**src/rtl/pulse_tx_hs.sv**
```systemverilog
// Event-pulse transmitter: counts single-cycle events and launches each as one
// four-phase return-to-zero req/ack handshake toward an asynchronous receiver.
module pulse_tx_hs #(
  parameter int unsigned PEND_W = 3
) (
  input  logic              clk,
  input  logic              rst_n,
  input  logic              pulse_in,
  input  logic              ack_in,
  output logic              req,
  output logic              busy,
  output logic [PEND_W-1:0] pend_cnt,
  output logic              overflow
);

  localparam logic [PEND_W-1:0] PEND_MAX = '1;

  typedef enum logic [1:0] {
    IDLE   = 2'd0,
    REQ_HI = 2'd1,
    REQ_LO = 2'd2
  } state_e;

  state_e              state_q, state_d;
  logic [PEND_W-1:0]   pend_q, pend_d;
  logic                req_q, req_d;
  logic                busy_q, busy_d;
  logic                overflow_q, overflow_d;
  logic                ack_s1_q, ack_sync_q;
  logic                launch;

  // Next-state, pending-count and registered-output logic.
  always_comb begin
    state_d    = state_q;
    pend_d     = pend_q;
    overflow_d = 1'b0;
    launch     = (state_q == IDLE) && ((pend_q != '0) || pulse_in);

    unique case (state_q)
      IDLE:    if (launch)      state_d = REQ_HI;
      REQ_HI:  if (ack_sync_q)  state_d = REQ_LO;
      REQ_LO:  if (!ack_sync_q) state_d = IDLE;
      default:                  state_d = IDLE;
    endcase

    // A pulse arriving in the launch cycle replaces the launched event: no change.
    if (pulse_in && !launch) begin
      if (pend_q == PEND_MAX) overflow_d = 1'b1;
      else                    pend_d     = pend_q + PEND_W'(1);
    end else if (!pulse_in && launch) begin
      pend_d = pend_q - PEND_W'(1);
    end

    req_d  = (state_d == REQ_HI);
    busy_d = (state_d != IDLE) || (pend_d != '0);
  end

  always_ff @(posedge clk or negedge rst_n) begin
    if (!rst_n) begin
      state_q    <= IDLE;
      pend_q     <= '0;
      req_q      <= 1'b0;
      busy_q     <= 1'b0;
      overflow_q <= 1'b0;
      ack_s1_q   <= 1'b0;
      ack_sync_q <= 1'b0;
    end else begin
      state_q    <= state_d;
      pend_q     <= pend_d;
      req_q      <= req_d;
      busy_q     <= busy_d;
      overflow_q <= overflow_d;
      ack_s1_q   <= ack_in;
      ack_sync_q <= ack_s1_q;
    end
  end

  assign req      = req_q;
  assign busy     = busy_q;
  assign pend_cnt = pend_q;
  assign overflow = overflow_q;

endmodule
```
**config.mk**
```make
export PLATFORM = sky130hd
export DESIGN_NAME = pulse_tx_hs
export DESIGN_NICKNAME = d
export VERILOG_FILES = /design/src/rtl/pulse_tx_hs.sv
export SDC_FILE = /design/constraint.sdc
export NUM_CORES = 1
export LEC_CHECK = 0
export CORE_AREA = 8 8 45 47
export CTS_CLUSTER_SIZE = 20
export DETAILED_ROUTE_END_ITERATION = 10
export DIE_AREA = 0 0 53 55
export PLACE_DENSITY = 0.64
export SETUP_SLACK_MARGIN = 0.4
export SLEW_MARGIN = 20
export SYNTH_ARGS = -nofsm -noshare
export SYNTH_HDL_FRONTEND = slang
export SYNTH_SLANG_ARGS = --single-unit
```
**constraint.sdc**
```tcl
create_clock -name clk -period 2.9 [get_ports clk]
set_input_delay 0.58 -clock clk [delete_from_list [all_inputs] [get_ports clk]]
set_output_delay 0.58 -clock clk [all_outputs]
set_load 0.005 [all_outputs]
```
==> impl_metrics.csv <==
group,metric,value,unit
outcome,run_status,"completed",
synthesis,synthCells,38,
synthesis,synth_area_leaders,"dfrtp_1 53%, ha_1 7.9%, mux2_4 6.3%, a211oi_1 3.2%, buf_6 2.4%",
synthesis,netlist_area,475,µm²
die,start_util,34.4,%
die,fp.dieW,53,µm
critical_path,endpoint_kind,"flop",
synthesis,synth.distinct_cells,23,
drt,drt-initial-drc-count,1,
clocking,cts_buffer_depth,2,
synthesis,synthSimpleGateAreaFrac,11.1,%
timing,slew_headroom,70.5,%
drt,num_vias,313,
synthesis,synthAdderAreaFrac,7.89,%
synthesis,synth_compound_area_share,10.5,%
drt,routed_via_density,4.74,
timing,final_max_slew_viol_count,0,
global_route,track_usage,7.06,%
timing,clock.fmax,420,MHz
finish,fillers,127,
pwr,ir_worst_vdd,530,µV
critical_path,critPathMaxStageDelay,0.53,ns
timing,hold_viol_final,0,
global_route,grt_pass1_vias,331,
clocking,cts_max_level,1,
die,row_count,14,
critical_path,cpMostUsedCell,"ha_1",
run,drv_cap,0,
pwr,pwr-share-clk,17.8,%
worst_hold_path,min_path_cells,0,
drt,ant_nets,0,
synthesis,synth_nets,45,
timing,tns,0,ns
finish,finalInstanceArea,613,µm²
synthesis,synth_top_family_by_area,"simple AND/OR/NAND/NOR gates",
synthesis,synth_mux_area_share,8.42,%
critical_path,critical_path_buf_inv_count,1,
clocking,ctsHoldBuffers,0,
pwr,netSwitchingFraction,33.4,%
placed_design,port_buffers,9,
synthesis,yosys_warnings,0,
timing,setup_violations,0,
timing,worst_slew_pin_slew,0.440,ns
finish,fin_nets,58,
placed_design,placed_cell_area,569,µm²
pwr,intPower,470,µW
synthesis,netlist.area_leader.share,52.6,%
pwr,pwr-share-comb,47.4,%
timing,holdWs,0.354,ns
clocking,cts_inserted_buffers,3,
finish,layout_commonest_cell,"dfrtp_1",
critical_path,path_cells,"inv_1 > ha_1 > ha_1 > or3_2 > mux2i_1 > mux2_4 > or4b_1",
critical_path,worst_path_max_delay_cell,"or4b_1",
die,dieArea,2920,µm²
critical_path,reg2regPathDepth,7,
timing,rsz0062_at_grt,"no",
clocking,post-cts-setup-buffer-count,0,
die,io_pins,10,
placed_design,gp_congestion,0.745,
finish,final_cell_mix,"10 x dfrtp_1, 9 x clkdlybuf4s50_1, 3 x inv_1, 3 x ha_1, 3 x clkbuf_4",
die,die_y,55,µm
clocking,clockRootBuffer,"clkbuf_4",
finish,antenna_cells,0,
synthesis,ys_seq_area_share,52.6,%
drt,drt_pass1_iterations,2,
critical_path,critical_path_arrival,2.50,ns
clocking,clk_latency,0.27,ns
pwr,power,707,µW
critical_path,crit_type,"reg2reg",
placed_design,place_hpwl,640,µm
global_route,grt_pass1_wl,1480,µm
timing,period_needed,2.38,ns
drt,drc,0,
clocking,tritoncts_num_sinks,10,
critical_path,cp_max_fo,4,
finish,area_growth,28.9,%
drt,wire_per_inst,12.9,µm
global_route,antenna_found_initial,0,
synthesis,avgSynthCellArea,12.5,µm²
critical_path,critPathLaunchType,"flop",
critical_path,crit_family,"simple AND/OR/NAND/NOR gates",
clocking,path_clk_slew,0.08,ns
critical_path,worstPathRequired,3.02,ns
pwr,p_sw,236,µW
worst_hold_path,hp-class,"reg2reg",
pwr,p_leak,0.000284,µW
synthesis,synth_seq_cells,10,
critical_path,cp_num_cells,7,
clocking,cts_resized,0,
timing,final.setup_skew,0.0135,ns
global_route,grt.overflow.total,0,
pwr,power_density,1150,nW/µm²
pwr,seq_power_share,34.9,%
die,core,1380,µm²
finish,drive_above_1_share,18.0,%
drt,wirelength,850,µm
timing,timing.final.crit_share,82.1,%
synthesis,synthXorXnorAreaFrac,3.68,%
synthesis,yosysTopAreaCell,"dfrtp_1",
clocking,tritoncts,"yes",
global_route,grt_max_degree,11,
state kept, by name, summed over array words and instances, names as in the netlist:
name,count
state_q,2
ack_sync_q,1
busy,1
req,1
pend_cnt,3
ack_s1_q,1
overflow,1
cells by family after synthesis:
kind of cell | Yosys count
buf+inv | 5
xor+xnor | 2
flops | 10
fa+ha+maj | 3
compound gates | 7
simple gates | 8
mux | 3
layout make-up:
type	instances	area [µm²]	share of cell area, %
clock buffer	4	36.3	5.92
tap	16	20.0	3.27
multi-input combinational	23	198	32.2
sequential	10	250	40.8
inverter	3	11.3	1.84
timing repair buffer	10	97.6	15.9
power by group through the flow:
stage                     Sequential (µW)  Combinational, µW  Clock (µW)
after floorplan                       225                244           0
after global placement                248                319           0
after detailed placement              250                321           0
final                                 246                335         125
after CTS                             247                325         129
after global routing                  256                366         139
metrics by stage:
stage	setup slack (ns)	instances	utilization, %
after floorplan	0.622	38	-
after global placement	0.551	61	41.1
after detailed placement	0.518	61	41.1
after CTS	0.488	65	43.8
after global routing	0.419	66	44.3
final	0.520	66	44.3
synthesized netlist by cell type:
| cell | count |
|---|---|
| mux2i_1 | 1 |
| and3_1 | 1 |
| nor2_1 | 1 |
| nor3b_1 | 1 |
| a2bb2oi_1 | 1 |
| and2_2 | 1 |
| a211oi_1 | 2 |
| o21a_1 | 1 |
| a21oi_1 | 1 |
| ha_1 | 3 |
| or3_2 | 1 |
| or4b_1 | 1 |
| nand2_1 | 1 |
| o21ai_0 | 1 |
| xnor2_1 | 1 |
| o311ai_1 | 1 |
| nor4_1 | 1 |
| buf_2 | 1 |
| buf_6 | 1 |
| xor2_1 | 1 |
| dfrtp_1 | 10 |
| mux2_4 | 2 |
| inv_1 | 3 |
worst reg2reg max path: stages (launching register included):
cell and delay (ns):
dfrtp_1 0.39, inv_1 0.06, ha_1 0.20, ha_1 0.20
or3_2 0.45, mux2i_1 0.14, mux2_4 0.27, or4b_1 0.53
worst paths after layout:
check                      slack (ns)        start           to
max in group asynchronous        1.97        rst_n  pend_cnt[1]
hold / removal                   0.35     ack_s1_q   ack_sync_q
min in group asynchronous        0.62        rst_n   state_q[1]
hold reg to reg                  0.35     ack_s1_q   ack_sync_q
setup reg to reg                 0.52  pend_cnt[0]         busy
setup / recovery                 0.52  pend_cnt[0]         busy
metal layers:
metal | share of wire (%) | track usage, % | wire length [µm]
met5 | 0 | 0 | 0
met4 | 0 | 3.45 | 0
met3 | 6.8 | 4.28 | 58
met2 | 50 | 10.5 | 429
met1 | 43 | 7.81 | 362
(Power assumes the default switching activity.)
